[config.mk]
export PLATFORM = sky130hd
export DESIGN_NAME = multicycle_control
export DESIGN_NICKNAME = d
export VERILOG_FILES = /design/src/rtl/cpu_ctrl_pkg.sv /design/src/rtl/mem_wait_timer.sv /design/src/rtl/multicycle_control.sv
export SDC_FILE = /design/constraint.sdc
export NUM_CORES = 1
export LEC_CHECK = 0
export ABC_AREA = 1
export CELL_PAD_IN_SITES_DETAIL_PLACEMENT = 1
export CELL_PAD_IN_SITES_GLOBAL_PLACEMENT = 2
export CORE_UTILIZATION = 25
export CTS_CLUSTER_SIZE = 12
export DETAILED_ROUTE_END_ITERATION = 16
export GPL_TIMING_DRIVEN = 1
export PLACE_DENSITY = 0.81
export SYNTH_ARGS = -nofsm -noshare
export SYNTH_HDL_FRONTEND = slang
export SYNTH_HIERARCHICAL = 1
export SYNTH_SLANG_ARGS = --single-unit
[constraint.sdc]
create_clock -name clk -period 2.8 [get_ports clk]
set_clock_uncertainty 0.2 [all_clocks]
set_input_delay 0.84 -clock clk [delete_from_list [all_inputs] [get_ports clk]]
set_output_delay 0.84 -clock clk [all_outputs]
set_load 0.005 [all_outputs]
[src/rtl/cpu_ctrl_pkg.sv]
// cpu_ctrl_pkg: shared state encodings, opcodes and datapath select codes for the multicycle controller
package cpu_ctrl_pkg;
  typedef enum logic [3:0] {
    S_FETCH, S_DECODE, S_MEM_ADR, S_MEM_RD, S_MEM_WB, S_MEM_WR, S_R_EX,
    S_R_WB, S_BRANCH, S_JUMP, S_IMM_EX, S_IMM_WB, S_TRAP
  } state_t;
  localparam logic [5:0] OP_RTYPE = 6'h00, OP_J = 6'h02, OP_BEQ = 6'h04, OP_BNE = 6'h05;
  localparam logic [5:0] OP_ADDI = 6'h08, OP_ANDI = 6'h0C, OP_LW = 6'h23, OP_SW = 6'h2B;
  localparam logic [1:0] ALU_ADD = 2'b00, ALU_SUB = 2'b01, ALU_FUNCT = 2'b10, ALU_AND = 2'b11;
  localparam logic [1:0] SRCB_REG = 2'b00, SRCB_FOUR = 2'b01, SRCB_IMM = 2'b10, SRCB_BOFF = 2'b11;
  localparam logic [1:0] PC_ALU = 2'b00, PC_ALUOUT = 2'b01, PC_JUMP = 2'b10;
  // Unsupported opcodes fall back to FETCH, which is also how illegal_op is detected
  function automatic state_t decode_next(input logic [5:0] op);
    case (op)
      OP_LW, OP_SW: return S_MEM_ADR;
      OP_RTYPE: return S_R_EX;
      OP_BEQ, OP_BNE: return S_BRANCH;
      OP_J: return S_JUMP;
      OP_ADDI, OP_ANDI: return S_IMM_EX;
      default: return S_FETCH;
    endcase
  endfunction
endpackage

[src/rtl/mem_wait_timer.sv]
// mem_wait_timer: counts stalled memory cycles and flags when the limit is reached
module mem_wait_timer #(
  parameter int LIMIT = 15
) (
  input  logic clk,
  input  logic rst,
  input  logic clear,
  input  logic waiting,
  output logic expired
);
  logic [7:0] cnt;
  always_ff @(posedge clk or posedge rst)
    if (rst) cnt <= '0;
    else if (clear) cnt <= '0;
    else if (waiting) cnt <= cnt + 8'd1;
  assign expired = cnt == 8'(LIMIT);
endmodule

[src/rtl/multicycle_control.sv]
// multicycle_control: Moore control FSM for a multicycle MIPS-style datapath with memory timeout trap
module multicycle_control
  import cpu_ctrl_pkg::*;
#(
  parameter int MEM_TIMEOUT = 15,
  parameter int ALUOP_W = 2
) (
  input  logic               clk,
  input  logic               rst,
  input  logic [5:0]         opcode,
  input  logic               mem_ready,
  output logic               pc_write,
  output logic               pc_write_cond,
  output logic               beq_sel,
  output logic               i_or_d,
  output logic               mem_read,
  output logic               mem_write,
  output logic               ir_write,
  output logic               mem_to_reg,
  output logic               reg_write,
  output logic               reg_dst,
  output logic               alu_src_a,
  output logic [1:0]         alu_src_b,
  output logic [1:0]         pc_source,
  output logic [ALUOP_W-1:0] alu_op,
  output logic               illegal_op,
  output logic               mem_timeout,
  output logic [3:0]         state
);
  state_t cs, ns;
  logic [5:0] op_q;
  logic [1:0] aop;
  logic waiting, expired;
  assign waiting = (cs == S_FETCH || cs == S_MEM_RD || cs == S_MEM_WR) && !mem_ready;
  // Any state change restarts the count, so each wait state starts from zero
  mem_wait_timer #(.LIMIT(MEM_TIMEOUT)) u_timer (
    .clk(clk), .rst(rst), .clear(ns != cs), .waiting(waiting), .expired(expired)
  );
  always_ff @(posedge clk or posedge rst)
    if (rst) cs <= S_FETCH;
    else cs <= ns;
  always_ff @(posedge clk or posedge rst)
    if (rst) begin
      op_q <= '0;
      mem_timeout <= 1'b0;
    end else begin
      if (cs == S_DECODE) op_q <= opcode;
      if (ns == S_TRAP) mem_timeout <= 1'b1;
    end
  always_comb begin
    ns = cs;
    case (cs)
      S_FETCH:   ns = mem_ready ? S_DECODE : (expired ? S_TRAP : S_FETCH);
      S_DECODE:  ns = decode_next(opcode);
      S_MEM_ADR: ns = (op_q == OP_SW) ? S_MEM_WR : S_MEM_RD;
      S_MEM_RD:  ns = mem_ready ? S_MEM_WB : (expired ? S_TRAP : S_MEM_RD);
      S_MEM_WR:  ns = mem_ready ? S_FETCH : (expired ? S_TRAP : S_MEM_WR);
      S_R_EX:    ns = S_R_WB;
      S_IMM_EX:  ns = S_IMM_WB;
      S_TRAP:    ns = S_TRAP;
      default:   ns = S_FETCH;
    endcase
  end
  always_comb begin
    {pc_write, pc_write_cond, beq_sel, i_or_d, mem_read, mem_write, ir_write,
     mem_to_reg, reg_write, reg_dst, alu_src_a, illegal_op} = '0;
    alu_src_b = SRCB_REG;
    pc_source = PC_ALU;
    aop = ALU_ADD;
    case (cs)
      S_FETCH: begin
        mem_read = 1'b1;
        alu_src_b = SRCB_FOUR;
        ir_write = mem_ready;
        pc_write = mem_ready;
      end
      S_DECODE: begin
        alu_src_b = SRCB_BOFF;
        illegal_op = decode_next(opcode) == S_FETCH;
      end
      S_MEM_ADR: begin
        alu_src_a = 1'b1;
        alu_src_b = SRCB_IMM;
      end
      S_MEM_RD: begin
        i_or_d = 1'b1;
        mem_read = 1'b1;
      end
      S_MEM_WB: begin
        mem_to_reg = 1'b1;
        reg_write = 1'b1;
      end
      S_MEM_WR: begin
        i_or_d = 1'b1;
        mem_write = 1'b1;
      end
      S_R_EX: begin
        alu_src_a = 1'b1;
        aop = ALU_FUNCT;
      end
      S_R_WB: begin
        reg_dst = 1'b1;
        reg_write = 1'b1;
      end
      S_BRANCH: begin
        alu_src_a = 1'b1;
        aop = ALU_SUB;
        pc_write_cond = 1'b1;
        pc_source = PC_ALUOUT;
        beq_sel = op_q == OP_BEQ;
      end
      S_JUMP: begin
        pc_write = 1'b1;
        pc_source = PC_JUMP;
      end
      S_IMM_EX: begin
        alu_src_a = 1'b1;
        alu_src_b = SRCB_IMM;
        aop = (op_q == OP_ANDI) ? ALU_AND : ALU_ADD;
      end
      S_IMM_WB: reg_write = 1'b1;
      default: ;
    endcase
  end
  assign alu_op = ALUOP_W'(aop);
  assign state = cs;
endmodule

==> metrics.md <==
| Metric | Value |
|---|---|
| Post-synth EDFFs | `0` |
| WL final | `4631 um` |
| Compound-gate portion of the synthesized area | `9.194%` |
| Post-Syn Instances | `209` |
| Area contributors post-synth | `dfrtp_1 36%, nand2_1 16%, nor2_1 10%, inv_1 9.7%, nand3_1 7.6%` |
| Synth warnings | `6` |
| Hold Buf Count CTS | `0` |
| Htree depth | `1` |
| Fin crit period | `2734 ps` |
| Placement Rows | `26` |
| Initial DRC Count | `42` |
| Global-route wire length before repair | `7189 um` |
| Sequential-to-total area share from yosys stat | `36.02%` |
| Top cell type's share of synthesized area | `36.02%` |
| DR vias/cell | `4.500` |
| Clock buffer count from CTS | `3` |
| Routed length per instance | `13.08 um` |
| Final hold vios | `0` |
| Post-synthesis mux area share | `0%` |
| CTS root buf | `clkbuf_8` |
| Synth async-reset ratio | `100.0%` |
| Total core area | `0.005107 mm^2` |
| #FFs+latches synth | `19` |
| Initial Util | `25.85%` |
| Clock power frac | `11.2%` |
| Period utilization | `97.65%` |
| Status | `finished clean` |
| Synth unique cells | `23` |
| Drt pass-1 iters | `4` |
| Max_cap viols | `0` |
| Worst-path clk slew | `80 ps` |
| Largest net degree at the start of global routing | `12` |
| Chip height | `74.67 um` |
| Post-DRT Antenna Nets | `0` |
| Proportion of layout cells with a drive suffix above 1 | `36.27%` |
| Maximum VDD drop | `0.3152 mV` |
| Power Density | `794.8 mW/mm^2` |
| Net switching power | `777.7 uW` |
| Post-Synth Simple-Gate Area | `42.94%` |
| Routability cong. | `0.8120` |
| GR Overflow Total | `0` |
| CP Data Required Time | `1760 ps` |
| Final-stage net count | `295` |
| Setup crit end kind | `output pin` |
| Largest area contributor in the netlist | `dfrtp_1` |
| Max-Slew Margin vs Limit | `69.98%` |
| Width of the die | `74.67 um` |
| Min-Delay Path Class | `reg2reg` |
| Syn Nets | `219` |
| Tot GR Track Use | `17.10%` |
| Sum Neg Setup Slack | `0 ps` |
| Largest family of logic cells by synthesized area | `simple AND/OR/NAND/NOR gates` |
| DP Worst Slack | `-689.0 ps` |
| CTS sink cnt | `19` |
| Critical path class | `in2out` |
| Comb pwr share | `64.8%` |
| Sequential share of power | `24.0%` |
| CTS tree | `built` |
| Diode count | `0` |
| Leak | `1.154 nW` |
| CTS max path bufs | `2` |
| Int Power | `966.5 uW` |
| Netlist Area Pre-Place | `0.001320 mm^2` |
| Sw Ratio | `44.59%` |
| Vias | `1593` |
| Max-slew violations | `0` |
| Final setup violation count | `0` |
| Worst hold path depth | `2` |
| Skew-Pair Late Insertion Delay | `260 ps` |
| Synth Flop Type | `dfrtp_1` |
| Die area | `0.005575 mm^2` |
| Io pins | `32` |
| Slew @ Worst Pin | `449.9 ps` |
| Post-Synth XOR/XNOR Area | `0.6635%` |
| Worst setup margin | `65.68 ps` |
| Initial antenna violation count | `0` |
| Area grow syn2layout | `66.26%` |
| CP startpoint kind | `input pin` |
| Worst-path fanout max | `3` |
| Vias in the first global route | `1550` |
| Synth Area in Adders | `0.9479%` |
| Crit path DAT | `1690 ps` |
| # DRC | `0` |
| Port bufs | `31` |
| R2R depth | `19` |
| Maximum clock rate | `0.3657 GHz` |
| Mapped Avg Cell Area | `6.316 um^2` |
| Hold slack | `294.4 ps` |
| Detailed placement HPWL | `3687 um` |
per-layer routing:
layer	global-route usage [%]	vias to the layer above	routed length (um)
met5	0	-	0
met4	1.887	0	1
met3	2.410	2	106
met2	30.63	22	2390
met1	22.55	759	2132
li1	-	810	-
worst paths after layout:
kind                                start        endpoint  slack [ps]
max in group asynchronous             rst        state[0]        1330
setup reg to reg           u_timer/cnt[0]  u_timer/cnt[4]         190
setup / recovery                opcode[4]      illegal_op          70
min in group asynchronous             rst  u_timer/cnt[1]         680
hold / removal                mem_timeout     mem_timeout         290
hold reg to reg               mem_timeout     mem_timeout         290
layout by cell type (no fill, tap or decap), types with 7 or more instances in the layout:
| cell type | instances |
|---|---|
| nor2_2 | 16 |
| nand3_2 | 7 |
| clkdlybuf4s50_1 | 14 |
| nand2_2 | 8 |
| o21ai_0 | 11 |
| buf_4 | 39 |
| dfrtp_1 | 17 |
| nand3_1 | 14 |
| nand2_1 | 51 |
| inv_1 | 29 |
| nor2_1 | 19 |
| nor2_4 | 7 |
layout make-up:
class / count / area [um^2]
repair buffers: 72 / 600.6
well taps: 70 / 87.58
fillers: 681 / 2913
flip-flops and latches: 19 / 478.0
inverters: 34 / 127.6
clock inverters: 1 / 5.005
clock buffers: 3 / 41.29
multi-input cells: 155 / 854.6
stage by stage:
stage / cell area, um^2 / utilization (%) / cells / power [mW]
detailed placement: 1943 / 38.05 / 340 / 1.424
global placement: 1943 / 38.05 / 340 / 1.403
global route: 2195 / 42.97 / 354 / 1.893
floorplan: 1320 / - / 209 / 0.9005
CTS: 2064 / 40.42 / 350 / 1.685
finish: 2195 / 42.97 / 354 / 1.744
power by group through the flow:
| stage | sequential, mW | clock, mW | combinational (mW) |
|---|---|---|---|
| floorplan | 0.416 | 0 | 0.485 |
| global placement | 0.420 | 0 | 0.983 |
| detailed placement | 0.424 | 0 | 1.00 |
| CTS | 0.414 | 0.203 | 1.07 |
| global route | 0.426 | 0.214 | 1.25 |
| finish | 0.418 | 0.196 | 1.13 |
timing repair:
action / CTS / global route
buffers inserted: 6 / 4
pin swaps: 4 / 11
endpoints found under the setup margin: 20 / 18
resized for setup: 34 / 54
registers in the layout, summed over array words and instances (netlist names):
signal       flops
u_timer/cnt      8
op_q             6
mem_timeout      1
state            4
synth_stat cells (all sizes together), types with 3 or more instances:
| master | number |
|---|---|
| nand2 | 59 |
| nor2 | 42 |
| inv | 34 |
| nand3 | 21 |
| dfrtp | 19 |
| o21ai | 12 |
| a21oi | 5 |
| nand4 | 4 |
| nor3 | 3 |
worst max-delay path, stage by stage:
cell and delay, ps:
buf_4 130, nor2_4 150, nand3_2 100, o311ai_2 90, buf_4 160, nor2_1 30
clkdlybuf4s15_1 190
cells by family (layout without fill, tap and decap cells):
group           Yosys count  after routing
simple gates            131            131
buf+inv                  35            110
flops                    19             19
compound gates           22             22
xor+xnor                  1              1
fa+ha+maj                 1              1
(Power assumes the default switching activity.)
==> RTL edit 1 (same flow settings) <==
`ALUOP_W`: 2 -> 4.
--- a/src/rtl/multicycle_control.sv
+++ b/src/rtl/multicycle_control.sv
@@ -5,3 +5,3 @@
   parameter int MEM_TIMEOUT = 15,
-  parameter int ALUOP_W = 2
+  parameter int ALUOP_W = 4
 ) (
Ports: changed (resized alu_op); port bits go from 32 to 34. The function was not compared with the original's and may differ.
==> RTL edit 1 against the unedited design <==
  * Sequential cell count did not move
  * Worst setup slack got worse by 0.070 ns
  * Core utilization is 0.19 points higher
  * Wire length rose by 0.52%
  * Synthesized area is 1.4% higher
  * Final area up 1.1%
  * The run now ends with negative setup slack left
  * Via count increased by 0.56%
  * Total power shrank 0.35%
  * Sequential share of layout area down 0.23 points
==> RTL edit 1: results (changes against the unedited design) <==
| Metric | Value |
|---|---|
| Internal power | 971.5 uW (+0.52%) |
| Worst Hold Class | reg2reg |
| Critical path startpoint | state[3] |
| Via count | 1,602 (+0.56%) |
| Pleak | 0.001185 uW (+2.7%) |
| Placed inst area | 1928 sq um (-0.77%) |
| Input/output buffers | 31 (unchanged) |
| Maximum vdd ir drop | 0.0002663 V (-16%) |
| Yosys cell types | 24 (+4.3%) |
| CP max FO | 7 (+4) |
| Layout cell share with drive strength beyond 1 | 0.3460 (-0.01666) |
| Worst Path Arrival | 1.76 ns (+0.07 ns) |
| First-pass GRT wire length | 7.514 mm (+4.5%) |
| Area contributors post-synth | dfrtp_1, nand2_1, nor2_1 |
| Num CTS Buffers | 3 (unchanged) |
| Setup ws final | -0.004646 ns (-0.07033 ns) |
| Largest net degree at the start of global routing | 12 (unchanged) |
| Final setup viols | 1 (+1) |
| DP Wirelength | 3.492 mm (-5.3%) |
| Reg-to-Reg Start | u_timer/cnt[0] |
| Register area share after synthesis | 0.3551 (-0.005049) |
| Tot GR Track Use | 0.1768 (+0.005736) |
| Max reg flops | 8 (unchanged) |
| Vias in the first global route | 1,668 (+7.6%) |
| Clock period minus final worst setup slack | 2.805 ns (+0.07033 ns) |
| Setup_tns | -0.004646 ns (-0.004646 ns) |
| Status | finished with violations |
| Failing checks | negative setup slack |
| Final WL | 4.655 mm (+0.52%) |
| Antenna diodes | 0 (unchanged) |
| FFs w/ async S/R, synth | 1.000 (unchanged) |
| H-tree levels | 1 (unchanged) |
| Worst R2R Path Depth | 21 (+2) |
| GPL Wtd Cong | 0.7448 (-8.3%) |
| Min-Delay Path Depth | 2 (unchanged) |
| DRT iter0 DRCs | 50 (+19%) |
| Nets | 300 (+1.7%) |
| Commonest cells in the netlist | nand2_1, nor2_1, inv_1 |
-- RTL edit 1: cell types whose count changed after synthesis, sizes merged --
cell,before,now
conb,0,1
buf,1,3
-- RTL edit 1: cells by family after synthesis --
family,Yosys count,synth area share
buf+inv,37,0.1121
simple gates,131,0.4234
flops,19,0.3551
xor+xnor,1,0.006543
other cells,1,0.002801
compound gates,22,0.09066
fa+ha+maj,1,0.009344
-- RTL edit 1: critical path: stages (launching register included) --
cell	delay (ns)
dfrtp_1	0.42
buf_4	0.16
nor2_4	0.21
nand2_2	0.13
nand2_1	0.09
clkdlybuf4s50_1	0.49
-- RTL edit 1: worst paths after layout --
path,to,slack [ns]
setup / recovery,i_or_d,-0.005
hold / removal,mem_timeout,0.28
setup reg to reg,u_timer/cnt[6],0.18
hold reg to reg,mem_timeout,0.28
max in group asynchronous,state[2],1.33
min in group asynchronous,u_timer/cnt[6],0.66
-- RTL edit 1: layer usage --
metal,wire [microns],track usage
met1,2069,0.2085
met4,19,0.04733
met5,0,0
met2,2458,0.3303
met3,108,0.02945
-- RTL edit 1: layout make-up --
cell class	instances	area, sq um
Inverter	34	127.6
Fill cell	683	2922
Multi-Input combinational cell	157	858.3
Clock inverter	1	5.005
Clock buffer	3	41.29
Timing Repair Buffer	75	620.6
Tap cell	70	87.58
Sequential cell	19	478.0
-- RTL edit 1: stage by stage --
stage / hold WS [ns] / instances / total power, uW / setup WS, ns
after global placement: 0.2631 / 339 / 1390 / -0.6811
after detailed placement: 0.2749 / 339 / 1396 / -0.7548
after global routing: 0.3142 / 359 / 1904 / -0.09235
after CTS: 0.2958 / 351 / 1653 / -0.03301
final: 0.2816 / 359 / 1738 / -0.004646
after floorplan: 0.2568 / 213 / 903.1 / 0.2929
-- RTL edit 1: power by group through the flow --
stage / Clock (uW) / Combinational [uW] / Sequential [uW]
floorplan: 0 / 487 / 416
global placement: 0 / 968 / 421
detailed placement: 0 / 971 / 425
CTS: 211 / 1020 / 419
global route: 217 / 1260 / 428
finish: 201 / 1120 / 416
-- RTL edit 1: timing repair --
action / 4_1_cts / 5_1_grt
pin swaps: 8 / 9
endpoints found under the setup margin: 18 / 15
buffers inserted: 9 / 8
resized for setup: 50 / 31
==> RTL edit 2 (same flow settings) <==
Made on the original files. Reset style: synchronous (`rst`), changed in 3 clocked blocks.
--- a/src/rtl/mem_wait_timer.sv
+++ b/src/rtl/mem_wait_timer.sv
@@ -11,3 +11,3 @@
   logic [7:0] cnt;
-  always_ff @(posedge clk or posedge rst)
+  always_ff @(posedge clk)
     if (rst) cnt <= '0;
--- a/src/rtl/multicycle_control.sv
+++ b/src/rtl/multicycle_control.sv
@@ -38,6 +38,6 @@
   );
-  always_ff @(posedge clk or posedge rst)
+  always_ff @(posedge clk)
     if (rst) cs <= S_FETCH;
     else cs <= ns;
-  always_ff @(posedge clk or posedge rst)
+  always_ff @(posedge clk)
     if (rst) begin
Check against the original RTL: differs if rst is asserted again (counterexample within 4 cycles, from zero or initial values and one cycle with rst high); with rst held inactive, the same outputs for 10 cycles.
==> RTL edit 2 against the unedited design <==
  * The run now ends with negative setup slack left
  * Final area decreased by 4.3%
  * Sequential cell count unchanged
  * Via count is 2.3% higher
  * Wire length shrank 1.6%
  * Core utilization rose by 0.93 points
  * Maximum frequency shrank 2.4%
  * Non-clock buffer count shrank 1
  * Synthesized area down 4.1%
  * Worst setup slack got worse by 0.068 ns
  * Cell count increased by 0.56%
Power is not compared: it rests on default switching activity, and its combinational part moved more than twofold at a synthesized area within 25%.
==> RTL edit 2: results (changes against the unedited design) <==
| Metric | Value |
|---|---|
| Multi-input gate area | 879.6 sq um (+2.9%) |
| DRT iter0 DRCs | 63 (+50%) |
| Fillers | 657 (-3.5%) |
| #MultiIn Comb | 168 (+8.4%) |
| Register area share after synthesis | 0.3004 (-0.05979) |
| NonClk Buf Share | 0.2847 (+0.01103) |
| Top delay family on crit path | simple AND/OR/NAND/NOR gates |
| Non-clk bufs | 71 (-1.4%) |
| Failing checks | negative setup slack |
| Largest net degree at the start of global routing | 13 (+1) |
| Post-CTS Setup Inserts | 0 (-6) |
| Setup ws final | -0.002392 ns (-0.06807 ns) |
| Synth Area in Adders | 0.009881 (+0.0004027) |
| Nets | 300 (+1.7%) |
| DP Wirelength | 3.558 mm (-3.5%) |
| Post-CTS Resized | 40 (+18%) |
| Status | finished with violations |
| Fin cells | 356 (+0.56%) |
| Via count | 1,629 (+2.3%) |
| Mapped Cells | 217 (+3.8%) |
| Final Util | 0.4390 (+0.009263) |
| Layout cell share with drive strength beyond 1 | 0.3183 (-0.04434) |
| Synth Area in Compound Gates | 0.1166 (+0.02466) |
| Final setup viols | 1 (+1) |
| Critical Path Max Stage Delay | 0.23 ns (+0.04 ns) |
| Final WL | 4.557 mm (-1.6%) |
-- RTL edit 2: cell count changes after synthesis, moves of 2 or more --
cell / before / now
dfrtp_1: 19 / 0
dfxtp_1: 0 / 19
buf_2: 0 / 2
nor3_1: 3 / 1
nor2_1: 35 / 47
inv_1: 34 / 27
nand2_1: 58 / 49
a21oi_1: 5 / 15
nand2_2: 1 / 3
-- RTL edit 2: layer usage --
layer | up-vias | wire length [microns] | GRT usage
li1 | 836 | - | -
met1 | 763 | 2179 | 0.2353
met2 | 28 | 2239 | 0.2912
met3 | 2 | 99 | 0.01657
met4 | 0 | 40 | 0.05882
met5 | - | 0 | 0
-- RTL edit 2: final timing paths --
kind / endpoint / from / slack [ns] / depth (start not counted)
setup / recovery: illegal_op / opcode[1] / -0.002 / 6
hold / removal: u_timer/cnt[0] / u_timer/cnt[0] / 0.25 / 1
setup reg to reg: u_timer/cnt[5] / u_timer/cnt[0] / 0.33 / 16
hold reg to reg: u_timer/cnt[0] / u_timer/cnt[0] / 0.25 / 1
